--- src/rtl/atr_sequencer_if.sv ---
// atr_sequencer_if: per-channel ATR control and status bundle between a host and the sequencer.
interface atr_sequencer_if #(
   parameter int NCH = 2,
   parameter int CW  = 16
);
   logic [NCH-1:0]    ena_i;
   logic [NCH-1:0]    tx_empty_i;
   logic [NCH*CW-1:0] tx_delay_i;
   logic [NCH*CW-1:0] rx_delay_i;
   logic [NCH-1:0]    atr_tx_o;
   logic [NCH-1:0]    atr_rx_o;
   logic [NCH-1:0]    busy_o;
   modport master (
      output ena_i, tx_empty_i, tx_delay_i, rx_delay_i,
      input  atr_tx_o, atr_rx_o, busy_o
   );
   modport slave (
      input  ena_i, tx_empty_i, tx_delay_i, rx_delay_i,
      output atr_tx_o, atr_rx_o, busy_o
   );
endinterface

--- src/rtl/atr_sequencer.sv ---
// atr_sequencer: independent per-channel RX/TX antenna switching with programmable turnaround delays.
// Define ATR_DEADBAND_EN to drop atr_rx_o during TX_DELAY so neither path is selected.
module atr_sequencer #(
   parameter int NCH = 2,
   parameter int CW  = 16
) (
   input logic          clk_i,
   input logic          rst_i,
   atr_sequencer_if.slave bus
);
   localparam logic [3:0] ST_RX  = 4'b0001;
   localparam logic [3:0] ST_TXD = 4'b0010;
   localparam logic [3:0] ST_TX  = 4'b0100;
   localparam logic [3:0] ST_RXD = 4'b1000;
   for (genvar n = 0; n < NCH; n++) begin : g_ch
      logic [3:0]    state_q, state_d;
      logic [CW-1:0] cnt_q, cnt_d;
      logic          empty, zero;
      assign empty = bus.tx_empty_i[n];
      assign zero  = (cnt_q == '0);
      // cancel/re-key tests come before expiry; disable overrides everything
      always_comb begin
         state_d = ST_RX;
         cnt_d   = '0;
         case (state_q)
            ST_RX: begin
               state_d = empty ? ST_RX : ST_TXD;
               cnt_d   = empty ? '0 : bus.tx_delay_i[n*CW +: CW];
            end
            ST_TXD: begin
               state_d = empty ? ST_RX : (zero ? ST_TX : ST_TXD);
               cnt_d   = (empty || zero) ? '0 : cnt_q - CW'(1);
            end
            ST_TX: begin
               state_d = empty ? ST_RXD : ST_TX;
               cnt_d   = empty ? bus.rx_delay_i[n*CW +: CW] : '0;
            end
            ST_RXD: begin
               state_d = !empty ? ST_TX : (zero ? ST_RX : ST_RXD);
               cnt_d   = (!empty || zero) ? '0 : cnt_q - CW'(1);
            end
            default: ;
         endcase
         if (!bus.ena_i[n]) begin
            state_d = ST_RX;
            cnt_d   = '0;
         end
      end
      always_ff @(posedge clk_i) begin
         if (rst_i) begin
            state_q <= ST_RX;
            cnt_q   <= '0;
         end else begin
            state_q <= state_d;
            cnt_q   <= cnt_d;
         end
      end
      assign bus.atr_tx_o[n] = state_q[2] | state_q[3];
      assign bus.busy_o[n]   = state_q[1] | state_q[3];
`ifdef ATR_DEADBAND_EN
      assign bus.atr_rx_o[n] = state_q[0];
`else
      assign bus.atr_rx_o[n] = ~(state_q[2] | state_q[3]);
`endif
   end
endmodule

--- src/flat_wrapper.sv ---
// flat-port wrapper written by rule: the top's interface ports become plain ports
module atr_sequencer_flat 
#(
   parameter int NCH = 2,
   parameter int CW  = 16
)
  (clk_i, rst_i, bus_ena_i, bus_tx_empty_i, bus_tx_delay_i, bus_rx_delay_i, bus_atr_tx_o, bus_atr_rx_o, bus_busy_o);
  atr_sequencer_if #(.NCH(NCH), .CW(CW)) bus_i ();
  input logic clk_i;
  input logic rst_i;
  input wire logic [$bits(bus_i.ena_i)-1:0] bus_ena_i;
  input wire logic [$bits(bus_i.tx_empty_i)-1:0] bus_tx_empty_i;
  input wire logic [$bits(bus_i.tx_delay_i)-1:0] bus_tx_delay_i;
  input wire logic [$bits(bus_i.rx_delay_i)-1:0] bus_rx_delay_i;
  output wire logic [$bits(bus_i.atr_tx_o)-1:0] bus_atr_tx_o;
  output wire logic [$bits(bus_i.atr_rx_o)-1:0] bus_atr_rx_o;
  output wire logic [$bits(bus_i.busy_o)-1:0] bus_busy_o;
  assign bus_i.ena_i = bus_ena_i;
  assign bus_i.tx_empty_i = bus_tx_empty_i;
  assign bus_i.tx_delay_i = bus_tx_delay_i;
  assign bus_i.rx_delay_i = bus_rx_delay_i;
  assign bus_atr_tx_o = bus_i.atr_tx_o;
  assign bus_atr_rx_o = bus_i.atr_rx_o;
  assign bus_busy_o = bus_i.busy_o;
  atr_sequencer #(.NCH(NCH), .CW(CW)) u_core (.clk_i(clk_i), .rst_i(rst_i), .bus(bus_i));
endmodule
--- config.mk ---
export PLATFORM = sky130hd
export DESIGN_NAME = atr_sequencer_flat
export DESIGN_NICKNAME = d
export VERILOG_FILES = /design/src/rtl/atr_sequencer_if.sv /design/src/rtl/atr_sequencer.sv /design/src/flat_wrapper.sv
export SDC_FILE = /design/constraint.sdc
export NUM_CORES = 1
export LEC_CHECK = 0
export CAP_MARGIN = 20
export CORE_MARGIN = 4
export CORE_UTILIZATION = 51
export CTS_BUF_LIST = sky130_fd_sc_hd__clkbuf_8
export CTS_CLUSTER_SIZE = 25
export DETAILED_ROUTE_END_ITERATION = 16
export HOLD_SLACK_MARGIN = 0.05
export PLACE_DENSITY = 0.87
export SETUP_SLACK_MARGIN = 0.02
export SYNTH_ARGS = -nofsm -noshare
export SYNTH_HDL_FRONTEND = slang
export SYNTH_SLANG_ARGS = --single-unit
export TNS_END_PERCENT = 20
--- constraint.sdc ---
create_clock -name clk_i -period 3.1 [get_ports clk_i]
set_input_delay 0.93 -clock clk_i [delete_from_list [all_inputs] [get_ports clk_i]]
set_output_delay 0.93 -clock clk_i [all_outputs]
set_load 0.01 [all_outputs]
==> reports/results.ini <==
[outcome]
outcome = finished, final reports clean

[critical_path]
rr_endpoint = u_core.g_ch[0].cnt_q[1]$_SDFF_PP0_
cp.buffers_inverters = 1
end_kind = output port
worstRegToRegCells = 8
crit_path_max_fanout = 6
worst-setup-path-type = reg -> out
cp_top_family = buffers and inverters
max_stage_delay_ns = 0.61
critical_path_arrival_ns = 1.61
worst-path-stages = 2
worstPathRequired_ns = 2.17
crit_slowest_cell = clkdlybuf4s50_1
path_cells = nor2_1, clkdlybuf4s50_1
start_kind = flop
timing.rr.start = u_core.g_ch[0].cnt_q[0]$_SDFF_PP0_
r2r_slack_ns = 0.87

[worst_hold_path]
min_to = u_core.g_ch[1].state_q[2]$_SDFF_PP0_
holdCritStartpoint = u_core.g_ch[1].state_q[1]$_SDFF_PP0_
hold_path.class = reg -> reg
min_path_cells = 2

[power]
total_power_mw = 1.21
peakVddDrop_mv = 0.320
p_leak_nw = 1.23
power-per-cell-area_nw_per_um2 = 371

[floorplan]
core_um2 = 4410
rows = 24
initial_utilization_pct = 53.3
die-area_um2 = 5760
fp.dieW_um = 75.9
chipHeight_um = 75.9
ios = 76

[clocking]
tritoncts = built
cts_buffers = 5
insertion_delay_ns = 0.29
path_clk_slew_ns = 0.08
root_buffer = clkbuf_8
numClockSinks = 40
htreeDepth = 2
hold_buffers = 0
post_cts_buffers = 0
cts_resized = 0
clock_path_buffers = 2

[global_routing]
antenna_found_initial = 0
grt_usage_pct = 22.4
grt_max_degree = 22
grt_pass1_wl_um = 10100
grt_pass1_vias = 2266
grt_overflow = 0

[sta]
period_needed_ns = 2.54
fin_skew_ns = 0.00788
max_freq_mhz = 394
period_share_pct = 81.8
fin_tns_setup_ns = 0
slew_headroom_pct = 44.7
finalSetupViolations = 0
rsz0062_at_grt = no
maxSlewViolCount = 0
finalHoldViolCount = 0
worst_pin_slew_ns = 0.830

[detailed_routing]
drc = 0
wl_um = 6330
wl_per_cell_um = 15.8
drtIter0Drc = 240
vias = 2405
ant_nets = 0
via_per_inst = 6.01
drtPass1Iterations = 6

[logic_synthesis]
ys_warn_count = 0
synth_nets = 342
synthCells = 269
netlist_area_um2 = 2350
syn_avg_cell_area_um2 = 8.74
synth_top_flop_cell = dfxtp_1
synth-async-reset-ratio_pct = 0
synth_seq_cells = 40
yosysUniqueCellTypes = 51
synth_edf_count = 0
yosysSeqAreaShare_pct = 34.1

[placed_design]
dpl_cell_area_um2 = 3190
place_hpwl_um = 4780
port_buffers = 75
gp_congestion = 0.848
dp_cells = 393

[cells_and_area]
fin_area_um2 = 3270
stdcell_count = 400
syn_to_final_growth_pct = 39.0
mostFrequentLayoutCells = 75 x clkdlybuf4s50_1, 40 x dfxtp_1, 35 x nor2_1
drive_gt1_share_pct = 10.1
antenna_cells = 0
num-fill-cells = 325
final_util_pct = 74.0
final_common_cell = clkdlybuf4s50_1
num-nets-final = 421

[job]
cap_violations = 0

==> layer usage <==
layer | up-vias | GRT usage [%] | part of all wire [%]
li1 | 1174 | - | -
met5 | - | 0 | 0
met4 | 0 | 6.60 | 1.3
met3 | 8 | 4.62 | 7.3
met1 | 1125 | 29.6 | 43
met2 | 98 | 36.6 | 48
==> power by group <==
group	switching (mW)	internal, mW	leakage [nW]
logic	0.148	0.187	0.863
clock network	0.178	0.152	0.0400
registers	0.0191	0.528	0.325
total	0.345	0.868	1.23
==> worst reg2reg max path, stage by stage (launching register included) <==
cell and delay, ns:
dfxtp_1 0.33, inv_1 0.10, ha_1 0.22, nor2b_1 0.26
nand2_1 0.22, o41a_1 0.37, buf_4 0.20, a222oi_1 0.35
nor2_1 0.08
==> cell usage after synthesis, drive strengths merged (2+ instances only) <==
library cell  instances  area share, %
or2                   2           0.53
nor2                 35            5.6
a22oi                13            4.2
or3                   2           0.75
nand3                 7            1.5
o21ai                 6            1.3
xor2                  9            3.4
nand2b                2           0.85
nor4                  5            1.3
nand3b                3           0.96
a211oi                2           0.64
a222oi               19            8.1
o21a                  2           0.64
nor4b                 2            1.0
buf                   3           0.64
nor2b                 4            1.1
dfxtp                40             34
o211ai                2           0.64
or4                   3           0.96
ha                    3            1.6
clkbuf                9            1.4
nand2                16            2.6
nor3                 14            4.1
o22ai                11            4.8
inv                  12            1.9
xnor2                17            6.3
a21oi                 7            1.5
and3                  3           0.80
==> how the worst max path moves through the flow <==
stage                                         start                                  end  slack, ns
2_1_floorplan                     bus_tx_empty_i[1]   u_core.g_ch[1].cnt_q[2]$_SDFF_PP0_       0.87
3_3_place_gp                      bus_tx_empty_i[0]  u_core.g_ch[0].cnt_q[11]$_SDFF_PP0_       0.47
3_5_place_dp                      bus_tx_empty_i[0]  u_core.g_ch[0].cnt_q[15]$_SDFF_PP0_       0.40
4_1_cts        u_core.g_ch[1].state_q[2]$_SDFF_PP0_                      bus_atr_rx_o[1]       0.56
5_1_grt        u_core.g_ch[0].state_q[3]$_SDFF_PP0_                      bus_atr_rx_o[0]       0.48
6_report       u_core.g_ch[0].state_q[3]$_SDFF_PP0_                      bus_atr_rx_o[0]       0.56
==> layout make-up <==
| cell class | instances | area [µm²] | share of cell area [%] |
|---|---|---|---|
| clock buffer | 5 | 68.8 | 2.11 |
| clock inverter | 2 | 12.5 | 0.383 |
| sequential | 40 | 801 | 24.5 |
| multi-input combinational | 205 | 1460 | 44.6 |
| tap | 52 | 65.1 | 1.99 |
| timing repair buffer | 84 | 818 | 25.0 |
| inverter | 12 | 45.0 | 1.38 |
==> metrics by stage <==
step / hold WS [ns] / setup WS [ns]
6_report: 0.514 / 0.563
5_1_grt: 0.569 / 0.475
4_1_cts: 0.522 / 0.565
3_5_place_dp: 0.512 / 0.405
3_3_place_gp: 0.504 / 0.465
2_1_floorplan: 0.471 / 0.871
==> state kept, by name (all words and copies together), names as in the netlist <==
register	cells
u_core.g_ch.cnt_q	32
u_core.g_ch.state_q	8
==> cells by family (layout without fill, tap and decap cells) <==
kind of cell	Yosys count	after routing	synth area share (%)
and+or+nand+nor	105	105	24.8
AOI/OAI and AO/OA	71	71	25.9
DFF	40	40	34.1
xor gates and xnor gates	26	26	9.69
buffers and inverters	24	103	3.99
adders and majority gates	3	3	1.60
(Power assumes the default switching activity.)
